===== src/rtl/reg_scan_stats_if.sv =====
// Host-side bus of reg_scan_stats: scan control, load/inspect ports and scan results.
// The max result exists only when MAX_TRACK_EN is defined.
interface reg_scan_stats_if #(
    parameter int DATA_W = 8,
    parameter int ADDR_W = 4,
    parameter int SUM_W  = 13
);
    logic              go;
    logic [ADDR_W:0]   len;
    logic [1:0]        mode;
    logic [DATA_W-1:0] sat_val;
    logic              ld_en;
    logic [ADDR_W-1:0] ld_addr;
    logic [DATA_W-1:0] ld_data;
    logic [ADDR_W-1:0] rd_addr;
    logic [DATA_W-1:0] rd_data;
    logic              busy;
    logic              done;
    logic [DATA_W-1:0] min;
    logic [SUM_W-1:0]  sum;
    logic [ADDR_W:0]   fix_cnt;
`ifdef MAX_TRACK_EN
    logic [DATA_W-1:0] max;
`endif

    modport master (
        output go, len, mode, sat_val, ld_en, ld_addr, ld_data, rd_addr,
        input  rd_data, busy, done, min, sum, fix_cnt
`ifdef MAX_TRACK_EN
        , input max
`endif
    );

    modport slave (
        input  go, len, mode, sat_val, ld_en, ld_addr, ld_data, rd_addr,
        output rd_data, busy, done, min, sum, fix_cnt
`ifdef MAX_TRACK_EN
        , output max
`endif
    );
endinterface


===== src/rtl/reg_scan_stats.sv =====
// Scan-and-fix engine over a DEPTH x DATA_W register file: reports min/sum (and max with
// MAX_TRACK_EN defined) of the original values and conditionally rewrites entries by mode.
module reg_scan_stats #(
    parameter int DATA_W = 8,
    parameter int DEPTH  = 16,
    parameter int ADDR_W = 4,
    parameter int SUM_W  = 13
) (
    input logic             Clk,
    input logic             Rst,
    reg_scan_stats_if.slave bus
);
    typedef enum logic [2:0] {
        ST_IDLE = 3'd0,
        ST_READ = 3'd1,
        ST_EVAL = 3'd2,
        ST_ACC  = 3'd3,
        ST_DONE = 3'd4
    } state_t;

    localparam logic [ADDR_W:0]   DEPTH_L = (ADDR_W+1)'(DEPTH);
    localparam logic [ADDR_W:0]   ONE_L   = (ADDR_W+1)'(1);
    localparam logic [DATA_W-1:0] ONES_L  = {DATA_W{1'b1}};
    localparam logic [DATA_W-1:0] ZERO_L  = {DATA_W{1'b0}};

    state_t            state_r, state_nx_s;
    logic [DATA_W-1:0] mem_r [DEPTH];
    logic [ADDR_W:0]   len_r, idx_r, len_clamp_s, idx_inc_s;
    logic [1:0]        mode_r;
    logic [DATA_W-1:0] sat_r, temp_r, min_r, fix_val_s;
    logic [SUM_W-1:0]  sum_r;
    logic [ADDR_W:0]   fix_r;
    logic              busy_r, done_r;
    logic              start_s, load_s, read_s, eval_s, acc_s, fin_s, fix_wr_s;
    logic              ld_ok_s, rd_ok_s;

    assign len_clamp_s = (bus.len > DEPTH_L) ? DEPTH_L : bus.len;
    assign idx_inc_s   = idx_r + ONE_L;
    assign ld_ok_s     = ({1'b0, bus.ld_addr} < DEPTH_L);
    assign rd_ok_s     = ({1'b0, bus.rd_addr} < DEPTH_L);

    // State register.
    always_ff @(posedge Clk) begin
        if (Rst) begin
            state_r <= ST_IDLE;
        end else begin
            state_r <= state_nx_s;
        end
    end

    // Next-state decode and per-state datapath strobes.
    always_comb begin
        state_nx_s = state_r;
        start_s    = 1'b0;
        load_s     = 1'b0;
        read_s     = 1'b0;
        eval_s     = 1'b0;
        acc_s      = 1'b0;
        fin_s      = 1'b0;
        case (state_r)
            ST_IDLE: begin
                load_s = bus.ld_en & ld_ok_s;
                if (bus.go) begin
                    start_s    = 1'b1;
                    state_nx_s = (len_clamp_s != {(ADDR_W+1){1'b0}}) ? ST_READ : ST_DONE;
                end else begin
                    state_nx_s = ST_IDLE;
                end
            end
            ST_READ: begin
                read_s     = 1'b1;
                state_nx_s = ST_EVAL;
            end
            ST_EVAL: begin
                eval_s     = 1'b1;
                state_nx_s = ST_ACC;
            end
            ST_ACC: begin
                acc_s = 1'b1;
                if (idx_inc_s == len_r) begin
                    state_nx_s = ST_DONE;
                end else begin
                    state_nx_s = ST_READ;
                end
            end
            ST_DONE: begin
                fin_s      = 1'b1;
                state_nx_s = ST_IDLE;
            end
            default: begin
                state_nx_s = ST_IDLE;
            end
        endcase
    end

    // Rewrite decision for the entry held in temp_r; modes 00 and 11 never rewrite.
    always_comb begin
        fix_wr_s  = 1'b0;
        fix_val_s = temp_r;
        case (mode_r)
            2'b01: begin
                if (temp_r[DATA_W-1]) begin
                    fix_wr_s  = 1'b1;
                    fix_val_s = {1'b0, temp_r[DATA_W-2:0]};
                end else begin
                    fix_wr_s  = 1'b0;
                end
            end
            2'b10: begin
                if (temp_r > sat_r) begin
                    fix_wr_s  = 1'b1;
                    fix_val_s = sat_r;
                end else begin
                    fix_wr_s  = 1'b0;
                end
            end
            default: begin
                fix_wr_s = 1'b0;
            end
        endcase
    end

    // Register file: host loads in IDLE, scan writebacks in EVAL (never the same cycle).
    always_ff @(posedge Clk) begin
        if (Rst) begin
            for (int k = 0; k < DEPTH; k++) begin
                mem_r[k] <= ZERO_L;
            end
        end else if (load_s) begin
            mem_r[bus.ld_addr] <= bus.ld_data;
        end else if (eval_s && fix_wr_s) begin
            mem_r[idx_r[ADDR_W-1:0]] <= fix_val_s;
        end
    end

    // Scan datapath: configuration latch, running statistics and handshake flags.
    always_ff @(posedge Clk) begin
        if (Rst) begin
            len_r  <= {(ADDR_W+1){1'b0}};
            idx_r  <= {(ADDR_W+1){1'b0}};
            mode_r <= 2'b00;
            sat_r  <= ZERO_L;
            temp_r <= ZERO_L;
            min_r  <= ONES_L;
            sum_r  <= {SUM_W{1'b0}};
            fix_r  <= {(ADDR_W+1){1'b0}};
            busy_r <= 1'b0;
            done_r <= 1'b0;
        end else begin
            if (start_s) begin
                len_r  <= len_clamp_s;
                idx_r  <= {(ADDR_W+1){1'b0}};
                mode_r <= bus.mode;
                sat_r  <= bus.sat_val;
                min_r  <= ONES_L;
                sum_r  <= {SUM_W{1'b0}};
                fix_r  <= {(ADDR_W+1){1'b0}};
                busy_r <= 1'b1;
            end
            if (read_s) begin
                temp_r <= mem_r[idx_r[ADDR_W-1:0]];
            end
            if (eval_s) begin
                if (temp_r < min_r) begin
                    min_r <= temp_r;
                end
                if (fix_wr_s) begin
                    fix_r <= fix_r + ONE_L;
                end
            end
            // Sum always uses the value as read, never the rewritten one.
            if (acc_s) begin
                sum_r <= sum_r + SUM_W'(temp_r);
                idx_r <= idx_inc_s;
            end
            if (fin_s) begin
                busy_r <= 1'b0;
            end
            done_r <= fin_s;
        end
    end

`ifdef MAX_TRACK_EN
    logic [DATA_W-1:0] max_r;

    // Running maximum of original values, cleared on every accepted go.
    always_ff @(posedge Clk) begin
        if (Rst) begin
            max_r <= ZERO_L;
        end else if (start_s) begin
            max_r <= ZERO_L;
        end else if (eval_s && (temp_r > max_r)) begin
            max_r <= temp_r;
        end
    end

    assign bus.max = max_r;
`endif

    assign bus.rd_data = rd_ok_s ? mem_r[bus.rd_addr] : ZERO_L;
    assign bus.busy    = busy_r;
    assign bus.done    = done_r;
    assign bus.min     = min_r;
    assign bus.sum     = sum_r;
    assign bus.fix_cnt = fix_r;
endmodule


===== src/flat_wrapper.sv =====
// flat-port wrapper written by rule: the top's interface ports become plain ports
module reg_scan_stats_flat 
#(
    parameter int DATA_W = 8,
    parameter int DEPTH  = 16,
    parameter int ADDR_W = 4,
    parameter int SUM_W  = 13
)
  (Clk, Rst, bus_go, bus_len, bus_mode, bus_sat_val, bus_ld_en, bus_ld_addr, bus_ld_data, bus_rd_addr, bus_rd_data, bus_busy, bus_done, bus_min, bus_sum, bus_fix_cnt);
  reg_scan_stats_if #(.DATA_W(DATA_W), .ADDR_W(ADDR_W), .SUM_W(SUM_W)) bus_i ();
  input logic Clk;
  input logic Rst;
  input wire logic [$bits(bus_i.go)-1:0] bus_go;
  input wire logic [$bits(bus_i.len)-1:0] bus_len;
  input wire logic [$bits(bus_i.mode)-1:0] bus_mode;
  input wire logic [$bits(bus_i.sat_val)-1:0] bus_sat_val;
  input wire logic [$bits(bus_i.ld_en)-1:0] bus_ld_en;
  input wire logic [$bits(bus_i.ld_addr)-1:0] bus_ld_addr;
  input wire logic [$bits(bus_i.ld_data)-1:0] bus_ld_data;
  input wire logic [$bits(bus_i.rd_addr)-1:0] bus_rd_addr;
  output wire logic [$bits(bus_i.rd_data)-1:0] bus_rd_data;
  output wire logic [$bits(bus_i.busy)-1:0] bus_busy;
  output wire logic [$bits(bus_i.done)-1:0] bus_done;
  output wire logic [$bits(bus_i.min)-1:0] bus_min;
  output wire logic [$bits(bus_i.sum)-1:0] bus_sum;
  output wire logic [$bits(bus_i.fix_cnt)-1:0] bus_fix_cnt;
  assign bus_i.go = bus_go;
  assign bus_i.len = bus_len;
  assign bus_i.mode = bus_mode;
  assign bus_i.sat_val = bus_sat_val;
  assign bus_i.ld_en = bus_ld_en;
  assign bus_i.ld_addr = bus_ld_addr;
  assign bus_i.ld_data = bus_ld_data;
  assign bus_i.rd_addr = bus_rd_addr;
  assign bus_rd_data = bus_i.rd_data;
  assign bus_busy = bus_i.busy;
  assign bus_done = bus_i.done;
  assign bus_min = bus_i.min;
  assign bus_sum = bus_i.sum;
  assign bus_fix_cnt = bus_i.fix_cnt;
  reg_scan_stats #(.DATA_W(DATA_W), .DEPTH(DEPTH), .ADDR_W(ADDR_W), .SUM_W(SUM_W)) u_core (.Clk(Clk), .Rst(Rst), .bus(bus_i));
endmodule

===== config.mk =====
export PLATFORM = sky130hd
export DESIGN_NAME = reg_scan_stats_flat
export DESIGN_NICKNAME = d
export VERILOG_FILES = /design/src/rtl/reg_scan_stats_if.sv /design/src/rtl/reg_scan_stats.sv /design/src/flat_wrapper.sv
export SDC_FILE = /design/constraint.sdc
export NUM_CORES = 1
export LEC_CHECK = 0
export ABC_AREA = 1
export CORE_MARGIN = 10
export CORE_UTILIZATION = 60
export DETAILED_ROUTE_END_ITERATION = 10
export GPL_TIMING_DRIVEN = 0
export PLACE_DENSITY = 0.81
export SLEW_MARGIN = 10
export SYNTH_ARGS = -nofsm -noshare
export SYNTH_HDL_FRONTEND = slang
export SYNTH_SLANG_ARGS = --single-unit

===== constraint.sdc =====
create_clock -name Clk -period 3.45 [get_ports Clk]
set_clock_uncertainty 0.05 [all_clocks]
set_input_delay 1.035 -clock Clk [delete_from_list [all_inputs] [get_ports Clk]]
set_output_delay 1.035 -clock Clk [all_outputs]
set_load 0.1 [all_outputs]

==> impl_metrics.xml <==
<?xml version="1.0" encoding="UTF-8"?>
<metrics>
  <group name="run_status">
    <metric name="outcome" unit="">finished with violations</metric>
    <metric name="failed_checks" unit="">design-rule violations, negative setup slack</metric>
  </group>
  <group name="clock_network">
    <metric name="cts_buffer_depth" unit="">2</metric>
    <metric name="cts_hold_repair.buffers" unit="">0</metric>
    <metric name="root_buffer" unit="">clkbuf_16</metric>
    <metric name="sink_count" unit="">187</metric>
    <metric name="worst_setup_hold_path_clk_slew" unit="ns">0.07</metric>
    <metric name="clock_insertion_delay_at_the_later_pin_of_the_skew_report" unit="ns">0.45</metric>
    <metric name="clock_tree.htree_level_count" unit="">4</metric>
    <metric name="tritoncts" unit="">done</metric>
    <metric name="numCtsBuffers" unit="">17</metric>
  </group>
  <group name="cells_and_area">
    <metric name="net_count_reported_at_finish" unit="">1442</metric>
    <metric name="n_antenna_cell" unit="">0</metric>
    <metric name="num-fill-cells" unit="">1375</metric>
    <metric name="layout.cells.most_common_list" unit="">o21ai_0, nand2_1, edfxtp_1</metric>
    <metric name="layout-drive-gt1-share" unit="">0.164</metric>
    <metric name="postLayoutCellArea" unit="µm²">13300</metric>
    <metric name="final_common_cell" unit="">o21ai_0</metric>
    <metric name="area_delta_synth_final" unit="%">18.4</metric>
    <metric name="postLayoutCoreUtil" unit="">0.730</metric>
  </group>
  <group name="detailed_routing">
    <metric name="wl_per_cell" unit="µm">25.0</metric>
    <metric name="drt-vias-per-instance" unit="">6.68</metric>
    <metric name="first_iter_violations" unit="">1825</metric>
    <metric name="drc_errors_left" unit="">2</metric>
    <metric name="via_count" unit="">10833</metric>
    <metric name="drt_first_pass_iters" unit="">11</metric>
    <metric name="detail-route-antenna-nets" unit="">0</metric>
    <metric name="detail_route.wirelength" unit="µm">40600</metric>
  </group>
  <group name="synth">
    <metric name="synth_seq_cells" unit="">187</metric>
    <metric name="seq_area_frac_synth" unit="">0.448</metric>
    <metric name="synth-async-reset-ratio" unit="">0</metric>
    <metric name="synth.cell_area" unit="µm²">11200</metric>
    <metric name="syn-instance-count" unit="">1288</metric>
    <metric name="synth_cell_type_count" unit="">40</metric>
    <metric name="synthesis.area_per_instance" unit="µm²">8.71</metric>
    <metric name="yosys_warnings" unit="">0</metric>
    <metric name="synth_enable_flop_cells" unit="">128</metric>
    <metric name="dominantRegCellSynth" unit="">edfxtp_1</metric>
    <metric name="ys_top_cells_by_area" unit="">edfxtp_1, dfxtp_1, o21ai_0</metric>
    <metric name="synth.top_cell.area_share" unit="">0.342</metric>
    <metric name="synth_largest_area_cell" unit="">edfxtp_1</metric>
    <metric name="syn-num-nets" unit="">1351</metric>
  </group>
  <group name="place">
    <metric name="half_perimeter_wire_length_after_detailed_placement" unit="µm">29200</metric>
    <metric name="placer_congestion" unit="">1.04</metric>
    <metric name="preCtsSetupSlack" unit="ns">-1.76</metric>
    <metric name="place.port_buffers" unit="">66</metric>
    <metric name="placed_cell_area" unit="µm²">12200</metric>
  </group>
  <group name="power">
    <metric name="netSwitchingPower" unit="mW">1.95</metric>
    <metric name="relative_contribution_of_combinational_cells_to_total_power" unit="">0.226</metric>
    <metric name="internal-power" unit="mW">3.96</metric>
    <metric name="power.sequential.fraction" unit="">0.438</metric>
    <metric name="vdd_ir_drop_max" unit="mV">0.344</metric>
    <metric name="clock_power_share" unit="">0.336</metric>
    <metric name="power.switching_fraction" unit="">0.330</metric>
    <metric name="power.static_leakage" unit="nW">4.98</metric>
    <metric name="p_per_area" unit="nW/µm²">444</metric>
  </group>
  <group name="floorplanning">
    <metric name="floorplan.rows" unit="">49</metric>
    <metric name="io_pins" unit="">71</metric>
    <metric name="initial_utilization" unit="">0.616</metric>
    <metric name="chipWidth" unit="µm">157</metric>
    <metric name="core_area" unit="µm²">18200</metric>
    <metric name="dieArea" unit="µm²">24600</metric>
    <metric name="floorplan.die.height" unit="µm">157</metric>
  </group>
  <group name="sta">
    <metric name="rsz0062_at_grt" unit="">yes</metric>
    <metric name="hold_ws" unit="ns">0.431</metric>
    <metric name="postLayoutSetupSlackWorst" unit="ns">-0.0142</metric>
    <metric name="worst_pin_slew" unit="ns">1.01</metric>
    <metric name="finalMaxSlewViolations" unit="">0</metric>
    <metric name="period_minus_slack" unit="ns">3.46</metric>
    <metric name="relative_slew_slack" unit="">0.327</metric>
    <metric name="period_share" unit="">1.00</metric>
    <metric name="achievable-frequency" unit="MHz">289</metric>
    <metric name="timing_hold_violations_final" unit="">0</metric>
    <metric name="report.final.setup_viol" unit="">2</metric>
  </group>
  <group name="worst_setup_path">
    <metric name="r2r_slack" unit="ns">0.03</metric>
    <metric name="path_max_fanout" unit="">10</metric>
    <metric name="worstSetupPathType" unit="">input port to primary output</metric>
    <metric name="setup.worst_path.end_class" unit="">primary output</metric>
    <metric name="crit_required" unit="ns">2.36</metric>
    <metric name="cp.arrival" unit="ns">2.38</metric>
    <metric name="worstSetupStartpointType" unit="">input port</metric>
  </group>
  <group name="global_routing">
    <metric name="global_route.usage.total" unit="">0.327</metric>
    <metric name="grt_pass1_vias" unit="">9954</metric>
    <metric name="globalRoute.totalOverflow" unit="">0</metric>
    <metric name="global_route_wire_length_before_repair" unit="µm">60500</metric>
    <metric name="grt_antenna_before_repair" unit="">0</metric>
    <metric name="maximum_number_of_pins_on_one_net_before_global_route_repair" unit="">17</metric>
  </group>
  <group name="hold_path">
    <metric name="hold_path_class" unit="">flop to flop</metric>
  </group>
  <group name="flow_run">
    <metric name="max-cap-violations" unit="">0</metric>
  </group>
</metrics>
-- cell type report --
class	instances	area (µm²)	share of cell area
Inverter	104	398	0.0299
Tap cell	229	287	0.0216
Multi-Input combinational cell	897	5450	0.410
Sequential cell	187	5020	0.378
Clock inverter	13	114	0.00857
Buffer	100	785	0.0590
Timing Repair Buffer	72	776	0.0584
Clock buffer	19	464	0.0349
-- worst paths after layout --
| path | depth (start not counted) | endpoint | startpoint |
|---|---|---|---|
| setup / recovery | 9 | bus_rd_data[4] | bus_rd_addr[0] |
| hold / removal | 2 | u_core.len_r[2]$_SDFFE_PP0P_ | u_core.len_r[2]$_SDFFE_PP0P_ |
| setup reg to reg | 12 | u_core.mem_r[15][7]$_SDFFCE_PN0P_ | u_core.temp_r[7]$_SDFFE_PP0P_ |
| hold reg to reg | 2 | u_core.len_r[2]$_SDFFE_PP0P_ | u_core.len_r[2]$_SDFFE_PP0P_ |
-- state kept, by name, indices dropped and copies added (netlist names) --
register and cells:
u_core.sat_r 8, u_core.len_r 5, u_core.bus.done 1, u_core.bus.sum 13
u_core.bus.min 8, u_core.state_r 3, u_core.idx_r 5, u_core.bus.busy 1
u_core.bus.fix_cnt 5, u_core.mode_r 2, u_core.mem_r 128, u_core.temp_r 8
-- cells in the mapped netlist (32+ instances only) --
cell / n
o21ai_0: 188
nand2_1: 145
edfxtp_1: 128
nor2_1: 119
inv_1: 101
a21oi_1: 100
nor3_1: 96
clkbuf_1: 64
dfxtp_1: 59
nand3_1: 45
nor3_2: 36
buf_6: 33
o221ai_1: 32
-- cells by family (layout without fill, tap and decap cells) --
logic type / after synthesis / after routing / synth area share
xor+xnor: 6 / 6 / 0.00468
fa+ha+maj: 28 / 28 / 0.0319
compound gates: 375 / 375 / 0.198
buf+inv: 204 / 308 / 0.0919
simple gates: 488 / 488 / 0.226
flops: 187 / 187 / 0.448
-- metal layers --
layer,part of all wire,wire (µm),global-route usage,vias to the layer above
li1,-,-,-,4780
met1,0.39,15700,0.448,4997
met2,0.43,17300,0.477,866
met3,0.13,5310,0.0699,190
met4,0.057,2300,0.172,0
met5,0,0,0,-
-- power by group through the flow --
| stage | sequential (mW) | clock (mW) | combinational [mW] |
|---|---|---|---|
| final | 2.59 | 1.98 | 1.34 |
| after detailed placement | 2.63 | 0 | 1.20 |
| after CTS | 2.58 | 1.96 | 1.27 |
| after global routing | 2.60 | 2.04 | 1.42 |
| after global placement | 2.63 | 0 | 1.18 |
| after floorplan | 2.68 | 0 | 0.769 |
-- stage by stage --
step,setup TNS [ns],cells,power (mW)
floorplan,0,1288,3.45
global placement,-47.76,1583,3.81
detailed placement,-44.38,1583,3.83
CTS,-0.0681,1620,5.81
global route,-1.20,1621,6.06
finish,-0.0153,1621,5.91
-- timing repair --
action                                  4_1_cts  5_1_grt
pin swaps                                     8       11
endpoints found under the setup margin      103       64
gates resized for setup                     155       48
setup buffers                                 5        0
cloned                                        0        1
-- worst max-delay path, cell delays in order --
cell	delay [ns]
clkbuf_4	0.16
inv_4	0.08
buf_8	0.12
clkbuf_16	0.16
nor2_1	0.06
o22ai_2	0.28
o221ai_2	0.19
nand2_4	0.11
buf_12	0.17
(Power assumes the default switching activity.)
